===== config.mk =====
export PLATFORM = sky130hd
export DESIGN_NAME = udma_spis_mc_reg
export DESIGN_NICKNAME = d
export VERILOG_FILES = /design/src/rtl/udma_spis_mc_reg.sv
export SDC_FILE = /design/constraint.sdc
export NUM_CORES = 1
export LEC_CHECK = 0
export BUFFER_PORTS_ARGS = -buffer_cell sky130_fd_sc_hd__buf_2
export CAP_MARGIN = 20
export CORE_MARGIN = 3
export CORE_UTILIZATION = 42
export CTS_CLUSTER_SIZE = 30
export DETAILED_ROUTE_END_ITERATION = 10
export HOLD_SLACK_MARGIN = 0.15
export PLACE_DENSITY = 0.68
export SETUP_SLACK_MARGIN = 0.5
export SYNTH_ARGS = -nofsm -noshare
export SYNTH_HDL_FRONTEND = slang
export SYNTH_SLANG_ARGS = --single-unit

===== constraint.sdc =====
create_clock -name clk_i -period 6.9 [get_ports clk_i]
set_clock_uncertainty 0.1 [all_clocks]
set_input_delay 0 -clock clk_i [delete_from_list [all_inputs] [get_ports clk_i]]
set_output_delay 0 -clock clk_i [all_outputs]
set_load 0.05 [all_outputs]

===== src/rtl/udma_spis_mc_reg.sv =====
// uDMA SPI-slave register file: N_CH RX/TX channel register sets, SPI setup,
// frame-length fields, SEOT event counter and a masked sticky IRQ block.
module udma_spis_mc_reg #(
  parameter int unsigned L2_AWIDTH_NOAL = 12,
  parameter int unsigned TRANS_SIZE     = 16,
  parameter int unsigned N_CH           = 2,
  parameter int unsigned CNT_W          = 16,
  parameter int unsigned CNT_SAT        = 0
) (
  input  logic                             clk_i,
  input  logic                             rst_i,

  input  logic [31:0]                      cfg_data_i,
  input  logic [5:0]                       cfg_addr_i,
  input  logic                             cfg_valid_i,
  input  logic                             cfg_rwn_i,
  output logic [31:0]                      cfg_data_o,
  output logic                             cfg_ready_o,

  output logic [N_CH*L2_AWIDTH_NOAL-1:0]   cfg_rx_startaddr_o,
  output logic [N_CH*TRANS_SIZE-1:0]       cfg_rx_size_o,
  output logic [N_CH-1:0]                  cfg_rx_continuous_o,
  output logic [N_CH-1:0]                  cfg_rx_en_o,
  output logic [N_CH-1:0]                  cfg_rx_clr_o,
  input  logic [N_CH-1:0]                  cfg_rx_en_i,
  input  logic [N_CH-1:0]                  cfg_rx_pending_i,
  input  logic [N_CH*L2_AWIDTH_NOAL-1:0]   cfg_rx_curr_addr_i,
  input  logic [N_CH*TRANS_SIZE-1:0]       cfg_rx_bytes_left_i,

  output logic [N_CH*L2_AWIDTH_NOAL-1:0]   cfg_tx_startaddr_o,
  output logic [N_CH*TRANS_SIZE-1:0]       cfg_tx_size_o,
  output logic [N_CH-1:0]                  cfg_tx_continuous_o,
  output logic [N_CH-1:0]                  cfg_tx_en_o,
  output logic [N_CH-1:0]                  cfg_tx_clr_o,
  input  logic [N_CH-1:0]                  cfg_tx_en_i,
  input  logic [N_CH-1:0]                  cfg_tx_pending_i,
  input  logic [N_CH*L2_AWIDTH_NOAL-1:0]   cfg_tx_curr_addr_i,
  input  logic [N_CH*TRANS_SIZE-1:0]       cfg_tx_bytes_left_i,

  input  logic                             seot_i,
  input  logic                             rx_ovf_i,
  input  logic                             tx_udf_i,
  output logic                             irq_o,

  output logic                             cfgcpol,
  output logic                             cfgcpha,
  output logic                             cfglsbfirst,
  output logic [3:0]                       cfgwordlen,
  output logic [15:0]                      cfgrxcnt,
  output logic [15:0]                      cfgtxcnt,
  output logic [15:0]                      cfgdmcnt
);

  localparam int unsigned AW = L2_AWIDTH_NOAL;
  localparam int unsigned TS = TRANS_SIZE;

  localparam logic [5:0] ADDR_SETUP  = 6'd32;
  localparam logic [5:0] ADDR_IRQEN  = 6'd33;
  localparam logic [5:0] ADDR_IRQST  = 6'd34;
  localparam logic [5:0] ADDR_SEOT   = 6'd35;
  localparam logic [5:0] ADDR_RXCNT  = 6'd36;
  localparam logic [5:0] ADDR_TXCNT  = 6'd37;
  localparam logic [5:0] ADDR_DMCNT  = 6'd38;
  localparam logic [5:0] ADDR_VER    = 6'd39;

  // Channel register state
  logic [AW-1:0]    r_rx_saddr [N_CH];
  logic [TS-1:0]    r_rx_size  [N_CH];
  logic [AW-1:0]    r_tx_saddr [N_CH];
  logic [TS-1:0]    r_tx_size  [N_CH];
  logic [N_CH-1:0]  r_rx_cont, r_rx_en, r_rx_clr;
  logic [N_CH-1:0]  r_tx_cont, r_tx_en, r_tx_clr;

  // Global register state
  logic             r_cpol, r_cpha, r_lsb;
  logic [3:0]       r_wl;
  logic [2:0]       r_irq_en, r_status;
  logic [CNT_W-1:0] r_cnt;
  logic [15:0]      r_rxcnt, r_txcnt, r_dmcnt;
  logic             r_irq;

  // Decode
  logic             w_wr, w_rd, w_chsel;
  logic [1:0]       w_ch;
  logic [2:0]       w_off;
  logic [2:0]       w_status_next, w_irq_en_next;
  logic [CNT_W-1:0] w_cnt_base, w_cnt_next;
  logic             w_unused_data;

  assign w_wr          = cfg_valid_i & ~cfg_rwn_i;
  assign w_rd          = cfg_valid_i &  cfg_rwn_i;
  assign w_chsel       = ~cfg_addr_i[5];
  assign w_ch          = cfg_addr_i[4:3];
  assign w_off         = cfg_addr_i[2:0];
  assign w_unused_data = ^cfg_data_i;

  assign cfg_ready_o = 1'b1;

  // Flatten per-channel registers onto the packed output buses
  for (genvar g = 0; g < N_CH; g++) begin : g_pack
    assign cfg_rx_startaddr_o[g*AW +: AW] = r_rx_saddr[g];
    assign cfg_rx_size_o[g*TS +: TS]      = r_rx_size[g];
    assign cfg_tx_startaddr_o[g*AW +: AW] = r_tx_saddr[g];
    assign cfg_tx_size_o[g*TS +: TS]      = r_tx_size[g];
  end

  assign cfg_rx_continuous_o = r_rx_cont;
  assign cfg_rx_en_o         = r_rx_en;
  assign cfg_rx_clr_o        = r_rx_clr;
  assign cfg_tx_continuous_o = r_tx_cont;
  assign cfg_tx_en_o         = r_tx_en;
  assign cfg_tx_clr_o        = r_tx_clr;

  assign cfgcpol     = r_cpol;
  assign cfgcpha     = r_cpha;
  assign cfglsbfirst = r_lsb;
  assign cfgwordlen  = r_wl;
  assign cfgrxcnt    = r_rxcnt;
  assign cfgtxcnt    = r_txcnt;
  assign cfgdmcnt    = r_dmcnt;
  assign irq_o       = r_irq;

  // Next-state for IRQ status/mask and SEOT counter; an event set beats a
  // same-cycle W1C, and a same-cycle counter write still sees the increment
  always_comb begin
    w_status_next = r_status;
    w_irq_en_next = r_irq_en;
    w_cnt_base    = r_cnt;
    w_cnt_next    = r_cnt;
    if (w_wr && cfg_addr_i == ADDR_IRQST)
      w_status_next = r_status & ~cfg_data_i[2:0];
    w_status_next = w_status_next | {tx_udf_i, rx_ovf_i, seot_i};
    if (w_wr && cfg_addr_i == ADDR_IRQEN)
      w_irq_en_next = cfg_data_i[2:0];
    if (w_wr && cfg_addr_i == ADDR_SEOT)
      w_cnt_base = cfg_data_i[CNT_W-1:0];
    w_cnt_next = w_cnt_base;
    if (seot_i) begin
      if ((CNT_SAT != 0) && (w_cnt_base == '1))
        w_cnt_next = w_cnt_base;
      else
        w_cnt_next = w_cnt_base + CNT_W'(1);
    end
  end

  // Channel registers; en/clr are single-cycle pulses cleared every cycle
  always_ff @(posedge clk_i or posedge rst_i) begin
    if (rst_i) begin
      for (int unsigned c = 0; c < N_CH; c++) begin
        r_rx_saddr[c] <= '0;
        r_rx_size[c]  <= '0;
        r_tx_saddr[c] <= '0;
        r_tx_size[c]  <= '0;
      end
      r_rx_cont <= '0;
      r_rx_en   <= '0;
      r_rx_clr  <= '0;
      r_tx_cont <= '0;
      r_tx_en   <= '0;
      r_tx_clr  <= '0;
    end else begin
      r_rx_en  <= '0;
      r_rx_clr <= '0;
      r_tx_en  <= '0;
      r_tx_clr <= '0;
      for (int unsigned c = 0; c < N_CH; c++) begin
        if (w_wr && w_chsel && (w_ch == 2'(c))) begin
          case (w_off)
            3'd0: r_rx_saddr[c] <= cfg_data_i[AW-1:0];
            3'd1: r_rx_size[c]  <= cfg_data_i[TS-1:0];
            3'd2: begin
              r_rx_cont[c] <= cfg_data_i[0];
              r_rx_en[c]   <= cfg_data_i[4];
              r_rx_clr[c]  <= cfg_data_i[6];
            end
            3'd3: r_tx_saddr[c] <= cfg_data_i[AW-1:0];
            3'd4: r_tx_size[c]  <= cfg_data_i[TS-1:0];
            3'd5: begin
              r_tx_cont[c] <= cfg_data_i[0];
              r_tx_en[c]   <= cfg_data_i[4];
              r_tx_clr[c]  <= cfg_data_i[6];
            end
            default: ;
          endcase
        end
      end
    end
  end

  // Global setup, frame lengths, IRQ block and event counter
  always_ff @(posedge clk_i or posedge rst_i) begin
    if (rst_i) begin
      r_cpol   <= 1'b0;
      r_cpha   <= 1'b0;
      r_lsb    <= 1'b0;
      r_wl     <= 4'h7;
      r_irq_en <= '0;
      r_status <= '0;
      r_cnt    <= '0;
      r_rxcnt  <= '0;
      r_txcnt  <= '0;
      r_dmcnt  <= '0;
      r_irq    <= 1'b0;
    end else begin
      if (w_wr && cfg_addr_i == ADDR_SETUP) begin
        r_cpol <= cfg_data_i[0];
        r_cpha <= cfg_data_i[1];
        r_lsb  <= cfg_data_i[2];
        r_wl   <= cfg_data_i[7:4];
      end
      if (w_wr && cfg_addr_i == ADDR_RXCNT) r_rxcnt <= cfg_data_i[15:0];
      if (w_wr && cfg_addr_i == ADDR_TXCNT) r_txcnt <= cfg_data_i[15:0];
      if (w_wr && cfg_addr_i == ADDR_DMCNT) r_dmcnt <= cfg_data_i[15:0];
      r_irq_en <= w_irq_en_next;
      r_status <= w_status_next;
      r_cnt    <= w_cnt_next;
      r_irq    <= |(w_status_next & w_irq_en_next);
    end
  end

  // Combinational, side-effect-free read mux
  always_comb begin
    cfg_data_o = '0;
    if (w_rd) begin
      if (w_chsel) begin
        for (int unsigned c = 0; c < N_CH; c++) begin
          if (w_ch == 2'(c)) begin
            case (w_off)
              3'd0: cfg_data_o = 32'(cfg_rx_curr_addr_i[c*AW +: AW]);
              3'd1: cfg_data_o = 32'(cfg_rx_bytes_left_i[c*TS +: TS]);
              3'd2: cfg_data_o = {26'h0, cfg_rx_pending_i[c], cfg_rx_en_i[c], 3'h0, r_rx_cont[c]};
              3'd3: cfg_data_o = 32'(cfg_tx_curr_addr_i[c*AW +: AW]);
              3'd4: cfg_data_o = 32'(cfg_tx_bytes_left_i[c*TS +: TS]);
              3'd5: cfg_data_o = {26'h0, cfg_tx_pending_i[c], cfg_tx_en_i[c], 3'h0, r_tx_cont[c]};
              default: cfg_data_o = '0;
            endcase
          end
        end
      end else begin
        case (cfg_addr_i)
          ADDR_SETUP: cfg_data_o = {24'h0, r_wl, 1'b0, r_lsb, r_cpha, r_cpol};
          ADDR_IRQEN: cfg_data_o = {29'h0, r_irq_en};
          ADDR_IRQST: cfg_data_o = {29'h0, r_status};
          ADDR_SEOT:  cfg_data_o = 32'(r_cnt);
          ADDR_RXCNT: cfg_data_o = {16'h0, r_rxcnt};
          ADDR_TXCNT: cfg_data_o = {16'h0, r_txcnt};
          ADDR_DMCNT: cfg_data_o = {16'h0, r_dmcnt};
          ADDR_VER:   cfg_data_o = 32'h0002_0000 | 32'(N_CH);
          default:    cfg_data_o = '0;
        endcase
      end
    end
  end

endmodule

==> flow_summary.ini, run 1 <==
[critical_path]
critical_path_depth = 16
worst_ep_arrival_time_ns = 4.34
cp-start-kind = input pin
max_stage_delay_ns = 0.58
required_ns = 7.17
path_buf_inv = 5
rrSetupSlack_ns = 3.85
timing.rr.end = r_cnt[12]$_DFF_PP0_
crit_chain = dlygate4sd3_1, buf_2, or3b_1, nor3_2, buf_4, nand2_1, nand2_1, nand2_1, ha_1, nand3_1, nor3_1, nand4_1, dlygate4sd3_1, xor2_1, o21ai_0, dlygate4sd3_1
path_class = input pin to flip-flop
startpoint = cfg_addr_i[4]
crit_end = r_cnt[12]$_DFF_PP0_
r2r-start = r_cnt[0]$_DFF_PP0_
slowest_stage = dlygate4sd3_1
critPathTopFamily = buffers and inverters
end_kind = flip-flop
crit_fanout = 16
reg2regPathDepth = 10

[floorplanning]
die_area_sq_mm = 0.0254
ios = 378
start_util_pct = 43.2
die_h_um = 159
die_x_um = 159
core_area_sq_mm = 0.0229
rows = 55

[detailed_routing]
top_layer_used = met5
routed-wl-met3_um = 2940
drcViolationCount = 0
routedWlPerCell_um = 22.9
dr.first_iter.drc_count = 578
first_pass_iters = 7
num_vias = 8398
wl_met1_um = 13300
ant_nets = 0
route.met2.wl_um = 17500
vias_per_cell = 5.50
wirelength_um = 34900

[placement]
post-place-ws_ns = 3.63
dpl_cell_area_sq_mm = 0.0118
port_buffers = 345
place.gp.congestion = 0.939
hpwl_um = 24800

[final_layout]
post_route_cells_drive_above_1_share_pct = 47.9
finish.instance_area_sq_mm = 0.0129
area_growth_pct = 30.5
fin_nets = 1362

[sta]
slew_headroom_pct = 20.8
max_freq_ghz = 0.246
fin_crit_ns = 4.07
slew_viol_final = 0
fin_crit_sh_pct = 59.0
fin_ws_ns = 2.83
worst_slew_pin_slew_ns = 1.18
rsz0062_at_grt = no
hold_violations = 0
fin_setup_tns_ns = 0
setup_viol = 0

[logic_synthesis]
yosysWarnings = 0
synth-main-ff-cell = dfrtp_1
ys_ff_latch = 202
synthCells = 847
yosysTopAreaCell = dfrtp_1
synth_edf_count = 0
syn_area_sq_mm = 0.00989
synth_common_cells = dfrtp_1 (199), mux2_2 (170), nand2_1 (59)
synth_cell_types = 50
yosysSeqAreaShare_pct = 51.2
syn_area_per_cell_sq_um = 11.7
yosysMostFrequentCell = dfrtp_1
synth_top_area_share_pct = 50.4
async_flop_share_pct = 100
synth_area_leaders = dfrtp_1 (50%), mux2_2 (19%), mux2i_1 (3.7%)

[global_routing]
overflow = 0
antenna_found_initial = 2
first_global_vias = 8599
grt_pass1_wl_um = 51900
grt_max_degree = 134
grtUsageTotal_pct = 26.2

[clocking]
insertion_delay_ns = 0.51
cts.sinks = 202
cts_tree = built
clk_pin_slew_ns = 0.06
cts_root_buf = clkbuf_16
htree_levels = 1
cts_inserted_buffers = 22
ctsLongestPathBuffers = 3

[power]
p_per_area_mw_per_mm2 = 264
power_mw = 3.40
power.leakage_nw = 6.72
ir_worst_vdd_mv = 0.192

[run_status]
outcome = completed

[worst_hold_path]
min_path_type = input pin to asynchronous set/reset pin

[flow_run]
cap_violations = 0
==> power by group <==
| group | total (mW) | internal, mW | switching [mW] |
|---|---|---|---|
| sequential | 1.38 | 1.30 | 0.0842 |
| clock | 1.23 | 0.747 | 0.486 |
| combinational | 0.789 | 0.232 | 0.557 |
==> worst register-to-register path: stages, from the launching register on <==
cell           delay (ns)
dfrtp_1              0.38
nand2_1              0.06
nand2_1              0.12
ha_1                 0.25
nand3_1              0.16
nor3_1               0.29
nand4_1              0.12
dlygate4sd3_1        0.59
xor2_1               0.14
o21ai_0              0.16
dlygate4sd3_1        0.57
==> logic make-up after synthesis <==
logic type / Yosys count / synth area share (%)
muxes: 210 / 23.8
DFF: 202 / 51.2
and+or+nand+nor: 173 / 8.55
AOI/OAI and AO/OA: 151 / 10.3
buffers and inverters: 84 / 3.87
xor gates and xnor gates: 24 / 2.13
other: 2 / 0.0759
adders and majority gates: 1 / 0.127
==> registers in the layout, summed over array words and instances (netlist names) <==
| signal | cells |
|---|---|
| cfg_rx_clr_o | 2 |
| cfg_rx_continuous_o | 2 |
| cfg_rx_en_o | 2 |
| cfg_rx_size_o | 32 |
| cfg_rx_startaddr_o | 24 |
| cfg_tx_clr_o | 2 |
| cfg_tx_continuous_o | 2 |
| cfg_tx_en_o | 2 |
| cfg_tx_size_o | 32 |
| cfg_tx_startaddr_o | 24 |
| cfgcpha | 1 |
| cfgcpol | 1 |
| cfgdmcnt | 16 |
| cfglsbfirst | 1 |
| cfgrxcnt | 16 |
| cfgtxcnt | 16 |
| cfgwordlen | 4 |
| irq_o | 1 |
| r_cnt | 16 |
| r_irq_en | 3 |
| r_status | 3 |
==> stage by stage <==
step           cells  util (%)  hold WS [ns]
5_1_grt         1526      56.3         0.215
2_1_floorplan    861         -        0.0109
6_report        1526      56.3         0.126
3_5_place_dp    1449      51.4         0.135
3_3_place_gp    1449      51.4         0.128
4_1_cts         1523      56.3         0.185
==> cell usage in the layout (no fill, tap or decap), drive strengths merged, types with 3 or more instances in the layout <==
master	n
buf	356
dfrtp	199
mux2	170
nand2	59
mux2i	37
nor2	35
a22oi	35
dlygate4sd3	34
clkbuf	30
o21ai	28
a21oi	27
conb	16
nor3	15
xor2	13
a221oi	12
xnor2	11
nand3	10
and2	9
nand4	8
a31oi	8
o22ai	8
nand2b	7
and3	7
nor2b	6
nor3b	6
a21o	6
clkinv	6
a211o	5
nor4	5
inv	5
a22o	4
o211ai	3
a31o	3
a211oi	3
mux4	3
dfstp	3
==> layer usage <==
metal	GRT usage (%)	vias to the layer above
met3	7.80	67
met5	0	-
met1	30.6	4193
li1	-	3743
met4	8.40	2
met2	46.4	393
==> layout make-up <==
class / count / area [sq um]
antenna: 1 / 2.50
clock buffer: 29 / 658
clock inverter: 11 / 114
fill: 2059 / 10000
inverter: 4 / 22.5
multi-input combinational: 575 / 4500
sequential: 202 / 5060
tap: 313 / 392
timing repair buffer: 391 / 2150
==> how the worst min path moves through the flow <==
stage | startpoint | endpoint | cells after the start
global route | rst_i | cfg_rx_size_o[11]$_DFFE_PP0P_ | 3
floorplan | tx_udf_i | r_status[2]$_DFF_PP0_ | 1
CTS | rst_i | cfg_rx_size_o[11]$_DFFE_PP0P_ | 3
detailed placement | tx_udf_i | r_status[2]$_DFF_PP0_ | 2
finish | rst_i | cfg_rx_size_o[11]$_DFFE_PP0P_ | 3
global placement | tx_udf_i | r_status[2]$_DFF_PP0_ | 2
==> timing repair <==
item                                   4_1_cts  5_1_grt
endpoints found under the hold margin      334        0
gates resized for setup                      0        0
buffers inserted                             0        0
hold buffers                                34        0
(Power assumes the default switching activity.)
==> run 2: changes to the inputs <==
==> constraint.sdc (replaced) <==
create_clock -name clk_i -period 3.95 [get_ports clk_i]
set_clock_uncertainty 0.1 [all_clocks]
set_input_delay 0 -clock clk_i [delete_from_list [all_inputs] [get_ports clk_i]]
set_output_delay 0 -clock clk_i [all_outputs]
set_load 0.05 [all_outputs]
==> flow_summary.ini, run 2 (same netlist as run 1, synthesis figures left out) <==
[run_status]
outcome = completed

[placement]
place.gp.congestion = 0.917
port_buffers = 345
dp.cells = 1456
hpwl_um = 24900
post-place-ws_ns = 0.877

[power]
p_per_area_mw_per_mm2 = 456
power.leakage_nw = 6.78
ir_worst_vdd_mv = 0.380

[clocking]
cts_inserted_buffers = 23
cts_tree = built
insertion_delay_ns = 0.50
cts_setup_buffers = 0
htree_levels = 1
clk_pin_slew_ns = 0.06
ctsLongestPathBuffers = 3
cts.sinks = 202
cts_root_buf = clkbuf_16

[final_layout]
fin_nets = 1374
fin_util_pct = 57.0
n_fill_cell = 2010
post_route_cells_drive_above_1_share_pct = 47.8
area_growth_pct = 32.1
regArea_sq_mm = 0.00506
final_cells = 1540
final_cell_mix = buf_2 (344), dfrtp_1 (199), mux2_2 (170)
layout_commonest_cell = buf_2
multi_input_area_sq_mm = 0.00452

[critical_path]
crit_chain = dlygate4sd3_1, buf_2, nand2b_1, nor4_4, buf_6, nand2_1, nand2_1, ha_1, nand3_1, nor4_2, xnor2_1, dlygate4sd3_1, mux2i_1, dlygate4sd3_1
worst_ep_arrival_time_ns = 3.65
crit_fanout = 22
end_kind = flip-flop
max_stage_delay_ns = 0.56
path_class = input pin to flip-flop
required_ns = 4.24
r2r-start = r_cnt[0]$_DFF_PP0_
path_common_cell = dlygate4sd3_1
reg2regPathDepth = 9
rrSetupSlack_ns = 1.24
cp-start-kind = input pin
timing.rr.end = r_cnt[14]$_DFF_PP0_
slowest_stage = dlygate4sd3_1

[global_routing]
grtUsageTotal_pct = 26.5
grt_max_degree = 92
overflow = 0
first_global_vias = 8729
antenna_found_initial = 2
grt_pass1_wl_um = 52800

[sta]
fin_crit_sh_pct = 85.2
timing.hold.ws_ns = 0.187
fin_setup_tns_ns = 0
rsz0062_at_grt = yes
fin_crit_ns = 3.36
fin_ws_ns = 0.586
slew_viol_final = 0
setup_viol = 0
slew_headroom_pct = 26.6
worst_slew_pin_slew_ns = 1.10
hold_violations = 0
max_freq_ghz = 0.297

[worst_hold_path]
min_from = cfg_addr_i[5]
min_path_type = input pin to flip-flop
min_to = r_irq_en[2]$_DFF_PP0_
hold_depth = 4

[detailed_routing]
drcViolationCount = 0
ant_nets = 0
dr.first_iter.drc_count = 654
vias_per_cell = 5.51
wirelength_um = 34800
num_vias = 8479
routedWlPerCell_um = 22.6
first_pass_iters = 5

[flow_run]
cap_violations = 0

[floorplanning]
rows = 55
die_area_sq_mm = 0.0254
core_area_sq_mm = 0.0229
die_x_um = 159
start_util_pct = 43.2
die_h_um = 159
ios = 378
## run 2: timing repair
| action | in CTS | in global routing |
|---|---|---|
| endpoints found under the setup margin | 0 | 2 |
| hold endpoints to repair | 404 | 3 |
| hold buffers | 38 | 1 |
| resized for setup | 0 | 5 |
## run 2: worst max-delay path, delay by kind of cell
family                   cells  cell delay (ns)
buffers and inverters        5             2.08
XOR/XNOR                     1             0.14
adder cells (fa/ha/maj)      1             0.24
AND/OR/NAND/NOR              6             1.12
multiplexers                 1             0.06
## run 2: cell type report
cell class / count / share of cell area (%)
Antenna cell: 2 / 0.0383
Multi-Input combinational cell: 575 / 34.6
Clock buffer: 33 / 5.08
Inverter: 4 / 0.144
Sequential cell: 202 / 38.7
Clock inverter: 9 / 0.814
Timing Repair Buffer: 402 / 17.6
Tap cell: 313 / 3.00
## run 2: worst max path at each step
stage	start	to	cells past startpoint
2_1_floorplan	rst_i	cfg_rx_clr_o[0]$_DFF_PP0_	1
3_3_place_gp	cfg_addr_i[3]	cfg_tx_startaddr_o[12]$_DFFE_PP0P_	5
3_5_place_dp	cfg_addr_i[3]	cfg_tx_startaddr_o[21]$_DFFE_PP0P_	5
4_1_cts	cfg_rwn_i	r_cnt[14]$_DFF_PP0_	14
5_1_grt	cfg_rwn_i	r_cnt[14]$_DFF_PP0_	14
6_report	cfg_rwn_i	r_cnt[14]$_DFF_PP0_	14
## run 2: routing by layer
| metal | share of wire (%) | wire length (um) | track usage (%) |
|---|---|---|---|
| met3 | 8.6 | 2990 | 6.43 |
| met1 | 39 | 13400 | 32.1 |
| met2 | 50 | 17400 | 46.8 |
| met5 | 0 | 0 | 0 |
| met4 | 2.7 | 954 | 7.84 |
## run 2: per-stage QoR
step | instance area, sq um | total power [mW]
2_1_floorplan | 9940 | 3.39
3_3_place_gp | 11800 | 3.77
3_5_place_dp | 11900 | 3.79
4_1_cts | 13000 | 6.00
5_1_grt | 13100 | 6.20
6_report | 13100 | 5.95
## run 2: where the power goes
| group | switching, mW | internal, mW |
|---|---|---|
| combinational | 0.970 | 0.414 |
| clock | 0.853 | 1.30 |
| sequential | 0.148 | 2.26 |
